`config.mk`:
```
export PLATFORM = sky130hd
export DESIGN_NAME = tap_ctrl_clksel
export DESIGN_NICKNAME = d
export VERILOG_FILES = /design/src/rtl/tap_pkg.sv /design/src/rtl/tap_fsm.sv /design/src/rtl/tap_ctrl_clksel.sv
export SDC_FILE = /design/constraint.sdc
export NUM_CORES = 1
export LEC_CHECK = 0
export ABC_AREA = 0
export CELL_PAD_IN_SITES_DETAIL_PLACEMENT = 1
export CELL_PAD_IN_SITES_GLOBAL_PLACEMENT = 1
export CORE_MARGIN = 2
export CORE_UTILIZATION = 40
export DETAILED_ROUTE_END_ITERATION = 12
export PLACE_DENSITY_LB_ADDON = 0.1
export SYNTH_ARGS = -nofsm -noshare
export SYNTH_HDL_FRONTEND = slang
export SYNTH_SLANG_ARGS = --single-unit
export TNS_END_PERCENT = 100
```
`constraint.sdc`:
```
create_clock -name tck_i -period 1.7 [get_ports tck_i]
set_input_delay 0.17 -clock tck_i [delete_from_list [all_inputs] [get_ports tck_i]]
set_output_delay 0.17 -clock tck_i [all_outputs]
set_load 0.01 [all_outputs]
```
`src/rtl/tap_pkg.sv`:
```
// Shared TAP definitions: the 16 controller states, instruction codes and the IR capture pattern.
package tap_pkg;

   localparam int IR_W = 4;

   typedef enum logic [3:0] {
      TLR, RTI,
      SEL_DR, CAP_DR, SH_DR, EX1_DR, PAU_DR, EX2_DR, UPD_DR,
      SEL_IR, CAP_IR, SH_IR, EX1_IR, PAU_IR, EX2_IR, UPD_IR
   } tap_state_e;

   localparam logic [IR_W-1:0] INSTR_IDC  = 4'h1;
   localparam logic [IR_W-1:0] INSTR_CSEL = 4'h8;
   localparam logic [IR_W-1:0] INSTR_BYP  = 4'hF;
   localparam logic [IR_W-1:0] CAPIR_VAL  = 4'b0101;

endpackage

```
`src/rtl/tap_fsm.sv`:
```
// TMS-driven TAP state machine; exposes both the current and the next state.
module tap_fsm
   import tap_pkg::*;
(
   input  logic       tck_i,
   input  logic       trst_ni,
   input  logic       tms_i,
   output tap_state_e state_o,
   output tap_state_e state_d_o
);

   tap_state_e state_q, state_d;

   always_ff @(posedge tck_i or negedge trst_ni) begin
      if (!trst_ni) state_q <= TLR;
      else          state_q <= state_d;
   end

   always_comb begin
      state_d = state_q;
      unique case (state_q)
         TLR:    state_d = tms_i ? TLR    : RTI;
         RTI:    state_d = tms_i ? SEL_DR : RTI;
         SEL_DR: state_d = tms_i ? SEL_IR : CAP_DR;
         CAP_DR: state_d = tms_i ? EX1_DR : SH_DR;
         SH_DR:  state_d = tms_i ? EX1_DR : SH_DR;
         EX1_DR: state_d = tms_i ? UPD_DR : PAU_DR;
         PAU_DR: state_d = tms_i ? EX2_DR : PAU_DR;
         EX2_DR: state_d = tms_i ? UPD_DR : SH_DR;
         UPD_DR: state_d = tms_i ? SEL_DR : RTI;
         SEL_IR: state_d = tms_i ? TLR    : CAP_IR;
         CAP_IR: state_d = tms_i ? EX1_IR : SH_IR;
         SH_IR:  state_d = tms_i ? EX1_IR : SH_IR;
         EX1_IR: state_d = tms_i ? UPD_IR : PAU_IR;
         PAU_IR: state_d = tms_i ? EX2_IR : PAU_IR;
         EX2_IR: state_d = tms_i ? UPD_IR : SH_IR;
         UPD_IR: state_d = tms_i ? SEL_DR : RTI;
         default: state_d = TLR;
      endcase
   end

   assign state_o   = state_q;
   assign state_d_o = state_d;

endmodule

```
`src/rtl/tap_ctrl_clksel.sv`:
```
// JTAG TAP with IDCODE/BYPASS/CLKSEL data registers; CLKSEL drives the clock mux select
// (1 = chip clock, 0 = TCK). Everything runs on TCK; TDO is retimed on the falling edge.
module tap_ctrl_clksel
   import tap_pkg::*;
#(
   parameter logic [31:0] IDCODE_VAL = 32'h1000_0001
) (
   input  logic tck_i,
   input  logic trst_ni,
   input  logic tms_i,
   input  logic tdi_i,
   output logic tdo_o,
   output logic tdo_en_o,
   output logic clksel_o,
   output logic tap_rst_o
);

   tap_state_e state, state_nxt;

   logic [IR_W-1:0] ir_q, ir_d, ir_sh_q, ir_sh_d;
   logic [31:0]     idc_sh_q, idc_sh_d;
   logic            byp_q, byp_d, csel_sh_q, csel_sh_d, clksel_q, clksel_d;
   logic            tdo_q, tdo_d, tdo_en_q, tdo_en_d;
   logic            sel_idc, sel_csel;

   tap_fsm u_fsm (
      .tck_i     (tck_i),
      .trst_ni   (trst_ni),
      .tms_i     (tms_i),
      .state_o   (state),
      .state_d_o (state_nxt)
   );

   assign sel_idc  = (ir_q == INSTR_IDC);
   assign sel_csel = (ir_q == INSTR_CSEL);

   always_comb begin
      ir_d      = ir_q;
      ir_sh_d   = ir_sh_q;
      idc_sh_d  = idc_sh_q;
      byp_d     = byp_q;
      csel_sh_d = csel_sh_q;
      clksel_d  = clksel_q;
      unique case (state)
         CAP_IR: ir_sh_d = CAPIR_VAL;
         SH_IR:  ir_sh_d = {tdi_i, ir_sh_q[IR_W-1:1]};
         UPD_IR: ir_d    = ir_sh_q;
         CAP_DR: begin
            if (sel_idc)       idc_sh_d  = IDCODE_VAL;
            else if (sel_csel) csel_sh_d = clksel_q;
            else               byp_d     = 1'b0;
         end
         SH_DR: begin
            if (sel_idc)       idc_sh_d  = {tdi_i, idc_sh_q[31:1]};
            else if (sel_csel) csel_sh_d = tdi_i;
            else               byp_d     = tdi_i;
         end
         UPD_DR: if (sel_csel) clksel_d = csel_sh_q;
         default: ;
      endcase
      // Entering Test-Logic-Reset via TMS restores the safe defaults on that same edge.
      if (state_nxt == TLR) begin
         ir_d     = INSTR_IDC;
         clksel_d = 1'b1;
      end
   end

   always_comb begin
      tdo_d    = 1'b0;
      tdo_en_d = 1'b0;
      if (state == SH_IR) begin
         tdo_d    = ir_sh_q[0];
         tdo_en_d = 1'b1;
      end else if (state == SH_DR) begin
         tdo_en_d = 1'b1;
         if (sel_idc)       tdo_d = idc_sh_q[0];
         else if (sel_csel) tdo_d = csel_sh_q;
         else               tdo_d = byp_q;
      end
   end

   always_ff @(posedge tck_i or negedge trst_ni) begin
      if (!trst_ni) begin
         ir_q      <= INSTR_IDC;
         ir_sh_q   <= '0;
         idc_sh_q  <= '0;
         byp_q     <= 1'b0;
         csel_sh_q <= 1'b0;
         clksel_q  <= 1'b1;
      end else begin
         ir_q      <= ir_d;
         ir_sh_q   <= ir_sh_d;
         idc_sh_q  <= idc_sh_d;
         byp_q     <= byp_d;
         csel_sh_q <= csel_sh_d;
         clksel_q  <= clksel_d;
      end
   end

   always_ff @(negedge tck_i or negedge trst_ni) begin
      if (!trst_ni) begin
         tdo_q    <= 1'b0;
         tdo_en_q <= 1'b0;
      end else begin
         tdo_q    <= tdo_d;
         tdo_en_q <= tdo_en_d;
      end
   end

   assign tdo_o     = tdo_q;
   assign tdo_en_o  = tdo_en_q;
   assign clksel_o  = clksel_q;
   assign tap_rst_o = (state == TLR);

endmodule

```
==> key figures, run 1 <==
Status
  – Failing checks: setup timing
  – Status: finished with violations

Floorplanning
  – Initial Util: 42.0%
  – Die Width: 77.7 um
  – Row Count: 26
  – Die height: 77.7 um
  – Core area: 5170 um2
  – Io pins: 8
  – Die ar.: 6040 um2

Detailed routing
  – Initial DRT Pass Iterations: 4
  – DR WL/cell: about 20 um
  – Routed Antenna Nets: 0
  – DRT iter0 DRCs: 107
  – Via count: 1711
  – Via/cell ratio: 5.70
  – Routed WL: 5960 um
  – Remaining DRCs: 0

Timing
  – Worst Skew: approximately 0.0096 ns
  – Worst relative slew slack: 65.3%
  – Final setup vio count: 37
  – Final worst slack: -0.585 ns
  – Slew Viols, Final: 0
  – Final Hold Fails: 0
  – Actual slew at the worst max-slew pin: 0.520 ns
  – Unrepaired setup endpoints after global routing: true

Final layout
  – Synthesis-to-finish area growth: 34.6%
  – Design Area, Final: 2920 um2
  – Layout Nets: approximately 230
  – End-of-flow core utilization: 56.5%
  – Share of layout cells above drive strength 1: 37.0%
  – # diodes: 0
  – Layout fillers: 517

Placed design
  – Post-DP HPWL: 3330 um
  – DP Area: 2470 um2
  – I/O Buffers: 7
  – Gpl congestion: 0.803
  – Pre-CTS setup slack: -0.644 ns

Synth
  – Number of synthesized register bits: 49
  – Synth unique cells: 43
  – Ranking of synthesized cells by area: dfrtp_1, a22o_1, dfstp_2
  – Ys flop type: dfrtp_1
  – Area leader, netlist: dfrtp_1
  – Commonest cells post-synth: dfrtp_1, a22o_1, nand2_1
  – Count leader, synth: dfrtp_1
  – Seq/Total Area, Yosys: a little under three fifths
  – Synth Cell Area: between 2000 and 2500 um2
  – Syn. warnings: 0
  – Async S/R FF share, synth: 100%
  – Avg Cell Area, Syn: 11.8 um2
  – Post-synth top area share: around half
  – Post-synth EDFFs: 0
  – Gate Count Post-Synth: 184
  – Net Count, Synth: around 190

Worst setup path
  – Slowest cell on the critical path: or4b_4
  – Max incr delay on CP: 0.49 ns
  – Worst-path maximum fanout: 2
  – Critical path cell sequence: buf_6 -> or4b_4 -> o221ai_2 -> o21ai_2
  – Reg-to-reg setup timing slack: -0.58 ns
  – R2R depth: 4
  – Crit path depth: 4
  – Startpoint Class: register
  – RR Endpoint: tdo_o
  – CP Class: reg2reg
  – CP Launch Point: ir_q[2]
  – Worst EP required: 1.00 ns
  – Crit end category: register
  – WP data arrival: 1.59 ns
  – Buffers and inverters on the worst path: 1
  – Cell family with most CP delay: simple AND/OR/NAND/NOR gates
  – Reg-to-reg startpoint: ir_q[2]
  – CP endpoint: tdo_o

Job
  – Maxcap violations: 0

CTS
  – Sink Count: 49
  – Cts bufs inserted: 5
  – Worst-Skew Late Latency: 0.31 ns
  – Root buffer cell: clkbuf_8
  – H-tree depth: 2
  – CTS tree: done
  – Clock transition at path regs: ~0.090 ns
  – Bufs on Longest Clock Path: 2

Global route
  – Initial antenna violation count: 0
  – Largest net degree at the start of global routing: 42
  – Vias in the first global route: 1889
  – First-pass GRT wire length: 9710 um
  – GR Overflow Total: 0
  – Total GRT Usage: 21.2%

Pwr
  – Leakage: 1.35 nW
  – VDD IR-drop max: 0.685 mV
  – PwrDens: between 1500 and 2000 nW/um2

Worst hold path
  – Hold WC Path Type: in2async
## flip-flops by register name, indices dropped and copies added (netlist names)
signal         cells
ir_sh_q            4
u_fsm.state_o      4
csel_sh_q          1
idc_sh_q          32
byp_q              1
ir_q               4
tdo_en_o           1
clksel_o           1
tdo_o              1
## final cells by class
type | instances | area [um2] | area share, %
tap | 70 | 87.6 | 3.00
clock buffer | 6 | 72.6 | 2.48
clock inverter | 2 | 38.8 | 1.33
multi-input combinational | 117 | 973 | 33.3
inverter | 5 | 18.8 | 0.642
timing repair buffer | 51 | 503 | 17.2
sequential | 49 | 1230 | 42.1
## layout by cell type, fill, tap and decap left out, drive strengths merged, types with 3 or more instances in the layout
master,synthesis,final
buf,11,46
dfrtp,45,45
a22o,29,29
nand2,10,10
nor2,9,9
o21ai,8,8
clkbuf,5,7
a211o,3,6
a21oi,6,6
inv,5,5
a211oi,5,5
nand3,4,4
mux2i,4,4
or4b,4,4
mux2,4,4
clkdlybuf4s50,0,3
nor4b,3,3
## report_power, final
group / total, W / switching [W] / internal [W]
combinational: 0.00287 / 0.00141 / 0.00146
sequential: 0.00165 / 0.000210 / 0.00144
clock: 0.000834 / 0.000392 / 0.000442
total: 0.00535 / 0.00201 / 0.00334
## how the worst min path moves through the flow
stage | from | end | slack, ns | cells after the start
floorplan | trst_ni | byp_q | -0.13 | 0
global placement | trst_ni | byp_q | 0.03 | 1
detailed placement | trst_ni | byp_q | 0.04 | 1
CTS | trst_ni | u_fsm.state_o[1] | 0.25 | 2
global route | trst_ni | u_fsm.state_o[1] | 0.26 | 2
finish | trst_ni | u_fsm.state_o[1] | 0.25 | 2
## cells by family after synthesis
family                 Yosys count  synth area share (%)
AO/OA/AOI/OAI                   58                  21.1
XOR/XNOR                         1                 0.403
buffers and inverters           21                  5.24
flip-flops                      49                  56.6
multiplexers                     8                  3.92
AND/OR/NAND/NOR                 47                  12.8
## per-layer routing
metal  global-route usage [%]  wire, um
met5                        0         0
met4                     9.29       133
met3                     3.26       124
met1                     28.0      2780
met2                     34.5      2920
## through the flow
step	setup TNS [ns]	hold slack [ns]	std cells	power, W
after detailed placement	-9.61	0.0416	273	0.00360
after global placement	-7.21	0.0288	273	0.00347
final	-13.80	0.253	300	0.00535
after global routing	-15.73	0.262	300	0.00567
after CTS	-16.53	0.252	298	0.00528
after floorplan	-5.14	-0.126	184	0.00293
## repair_timing
item                                    CTS  global route
pin swaps                                13            20
setup buffers                            11             5
gates resized for setup                  40             9
gates cloned                              5             1
endpoints found under the setup margin   39            43
hold buffers                              1             0
hold endpoints to repair                  6             0
(Power assumes the default switching activity.)
==> run 2: changes to the inputs <==
--- a/config.mk
+++ b/config.mk
@@ -10,8 +10,10 @@
 export CELL_PAD_IN_SITES_GLOBAL_PLACEMENT = 1
 export CORE_MARGIN = 2
 export CORE_UTILIZATION = 40
+export CTS_CLUSTER_DIAMETER = 100
 export DETAILED_ROUTE_END_ITERATION = 12
 export PLACE_DENSITY_LB_ADDON = 0.1
+export SETUP_SLACK_MARGIN = 0.3
 export SYNTH_ARGS = -nofsm -noshare
 export SYNTH_HDL_FRONTEND = slang
 export SYNTH_SLANG_ARGS = --single-unit
==> run 2 against run 1 <==
Net effect:
- the flow still finishes with violations (setup timing)
- first-iteration DRC count grew 6.5%
- wire length up 4.2%
- largest power group unchanged
- combinational power is 14% higher
- hold slack improved by 0.039 ns
- largest cell class unchanged
- setup slack gained 0.030 ns
- die area stayed put
- highest routed layer unchanged
- critical path depth rose by 7
- cell count grew 1.7%
- critical path type unchanged
- sequential share of layout area down 1.7 points
- clock skew shrank 0.0042 ns
- utilization grew 2.5 points
==> key figures, run 2 (synthesized netlist as in run 1, its figures left out) <==
Timing
  – Worst relative slew slack: 76.5% (was 65.3%)
  – Fin crit period: 2.25 ns
  – F_max: 0.444 GHz
  – Final worst slack: -0.555 ns (was -0.585 ns)
  – Hold WS: 0.293 ns (was 0.253 ns)
  – Tcrit/Tclk final: 133%
  – Slew Viols, Final: 0 (unchanged)
  – Final setup vio count: 38 (was 37)
  – Worst Skew: 0.00543 ns (was 0.00960 ns)
  – Unrepaired setup endpoints after global routing: true (unchanged)
  – Actual slew at the worst max-slew pin: 0.352 ns (was 0.520 ns)
  – Final Hold Fails: 0 (unchanged)

Detailed routing
  – DR WL/cell: 20.4 um (was 19.9 um)
  – Routed Antenna Nets: 0 (unchanged)
  – DRT iter0 DRCs: 114 (was 107)
  – Initial DRT Pass Iterations: 4 (unchanged)
  – Routed WL: 6210 um (was 5960 um)
  – Remaining DRCs: 0 (unchanged)
  – Via/cell ratio: 5.77 (was 5.70)
  – Via count: 1760 (was 1711)

Floorplanning
  – Core area: 5170 um2 (unchanged)
  – Io pins: 8 (unchanged)
  – Row Count: 26 (unchanged)
  – Die ar.: 6040 um2 (unchanged)
  – Die height: 77.7 um (unchanged)
  – Initial Util: 42.0% (unchanged)
  – Die Width: 77.7 um (unchanged)

Final layout
  – Most frequent cells in the layout: dfrtp_1, a22o_1, buf_4, buf_6, nand2_1 (was dfrtp_1, a22o_1, buf_4, nand2_1)
  – Max FFs per register: 32 (unchanged)
  – Synthesis-to-finish area growth: 40.6% (was 34.6%)
  – Layout fillers: 499 (was 517)
  – Most common cell after layout, fill and taps aside: dfrtp_1 (unchanged)
  – Multi-input gate area: 1060 um2 (was 973 um2)
  – Layout Nets: 238 (was 233)
  – Top reg by flops: idc_sh_q (unchanged)
  – Register area: 1230 um2 (about the same)
  – Share of layout cells above drive strength 1: 44.3% (was 37.0%)
  – # diodes: 0 (unchanged)

Worst setup path
  – R2R depth: 11 (was 4)
  – Buffers and inverters on the worst path: 8 (was 1)
  – WP data arrival: 2.50 ns (was 1.59 ns)
  – RR Endpoint: idc_sh_q[9] (was tdo_o)
  – Slowest cell on the critical path: or4b_4 (unchanged)
  – Startpoint Class: register (unchanged)
  – Max incr delay on CP: 0.48 ns (was 0.49 ns)
  – Cell family with most CP delay: buffers and inverters (was simple AND/OR/NAND/NOR gates)
  – Crit end category: register (unchanged)
  – Worst-path maximum fanout: 7 (was 2)
  – Critical path cell sequence: buf_6 -> or4b_4 -> buf_4 -> buf_6 -> buf_6 -> buf_6 -> buf_6 -> nor2_4 -> buf_6 -> buf_16 -> a22o_1 (was buf_6 -> or4b_4 -> o221ai_2 -> o21ai_2)
  – CP Class: reg2reg (unchanged)
  – Worst EP required: 1.94 ns (was 1.00 ns)
  – Reg-to-reg startpoint: ir_q[2] (unchanged)
  – Reg-to-reg setup timing slack: -0.55 ns (was -0.58 ns)
  – Cell mode on critical path: buf_6

Global route
  – GR Overflow Total: 0 (unchanged)
  – Vias in the first global route: 1914 (was 1889)
  – Largest net degree at the start of global routing: 25 (was 42)
  – Total GRT Usage: 21.5% (was 21.2%)
  – First-pass GRT wire length: 10100 um (was 9710 um)
  – Initial antenna violation count: 0 (unchanged)

CTS
  – Clock transition at path regs: 0.09 ns (about the same)
  – Root buffer cell: clkbuf_8 (unchanged)
  – Cts bufs inserted: 5 (unchanged)
  – Worst-Skew Late Latency: 0.30 ns (was 0.31 ns)
  – H-tree depth: 2 (unchanged)
  – CTS tree: done (unchanged)
  – Sink Count: 49 (unchanged)
  – Bufs on Longest Clock Path: 2 (unchanged)

Worst hold path
  – Hold WC Path Type: in2async (unchanged)

Pwr
  – Leakage: 1.36 nW (was 1.35 nW)
  – VDD IR-drop max: 0.797 mV (was 0.685 mV)
  – Pwr Total: 0.00560 W (was 0.00535 W)
  – PwrDens: 1830 nW/um2 (about the same)

Job
  – Maxcap violations: 0 (unchanged)

Status
  – Status: finished with violations (unchanged)
  – Failing checks: setup timing (unchanged)

Placed design
  – I/O Buffers: 7 (unchanged)
  – Gpl congestion: 0.844 (was 0.803)
  – Post-DP HPWL: 3360 um (was 3330 um)
run 2: cell count changes in the layout (fill, tap and decap cells not counted), sizes merged:
cell,change
buf,+5
clkinvlp,+2
bufinv,-1
clkdlybuf4s50,-1
clkinv,-1
dlygate4sd2,+1
run 2: worst max path at each step:
| stage | cells past startpoint | from | end |
|---|---|---|---|
| after floorplan | 4 | ir_q[0] | tdo_o |
| after global placement | 3 | ir_q[1] | tdo_o |
| after detailed placement | 3 | ir_q[1] | tdo_o |
| after CTS | 4 | ir_q[2] | tdo_o |
| after global routing | 11 | ir_q[2] | idc_sh_q[18] |
| final | 11 | ir_q[2] | idc_sh_q[9] |
run 2: layout make-up:
| class | instances | area share, % |
|---|---|---|
| clock inverters | 2 | 0.492 |
| repair buffers | 56 | 18.5 |
| clock buffers | 6 | 2.38 |
| flip-flops and latches | 49 | 40.4 |
| well taps | 70 | 2.87 |
| inverters | 5 | 0.615 |
| multi-input cells | 117 | 34.8 |
run 2: metrics by stage:
step	area (um2)	utilization (%)	worst slack, ns	TNS (ns)	std cells
after floorplan	2240	-	-0.637	-5.14	184
after global placement	2490	48.1	-0.563	-7.22	271
after detailed placement	2490	48.1	-0.618	-8.77	271
after CTS	2900	56.1	-0.555	-16.84	298
after global routing	3050	59.0	-0.623	-19.87	305
final	3050	59.0	-0.555	-17.08	305
run 2: repair_timing:
item	in CTS	in global routing
pin swaps	18	13
gates resized for setup	54	21
endpoints found under the setup margin	46	53
hold buffers	1	0
buffers inserted	13	7
hold endpoints to repair	10	0
gates cloned	5	0
run 2: routing by layer:
metal / wire length [um] / up-vias / GRT usage, % / part of all wire [%]
met3: 181 / 10 / 3.60 / 2.9
met4: 56 / 0 / 4.29 / 0.90
met1: 2570 / 919 / 27.0 / 41
met2: 3400 / 34 / 39.0 / 55
met5: 0 / - / 0 / 0
li1: - / 797 / - / -
run 2: report_power, final:
| group | total, W | leakage [nW] | switching [W] | internal, W |
|---|---|---|---|---|
| registers | 0.00166 | 0.650 | 0.000217 | 0.00144 |
| clock network | 0.000683 | 0.0374 | 0.000392 | 0.000290 |
| logic | 0.00326 | 0.675 | 0.00158 | 0.00168 |
| total | 0.00560 | 1.36 | 0.00219 | 0.00341 |
==> run 3: changes to the inputs <==
--- a/config.mk
+++ b/config.mk
@@ -6,6 +6,7 @@
 export NUM_CORES = 1
 export LEC_CHECK = 0
 export ABC_AREA = 0
+export CAP_MARGIN = 20
 export CELL_PAD_IN_SITES_DETAIL_PLACEMENT = 1
 export CELL_PAD_IN_SITES_GLOBAL_PLACEMENT = 1
 export CORE_MARGIN = 2
==> results of run 3 <==
Final layout, timing and power as in run 2 (identical DEF).
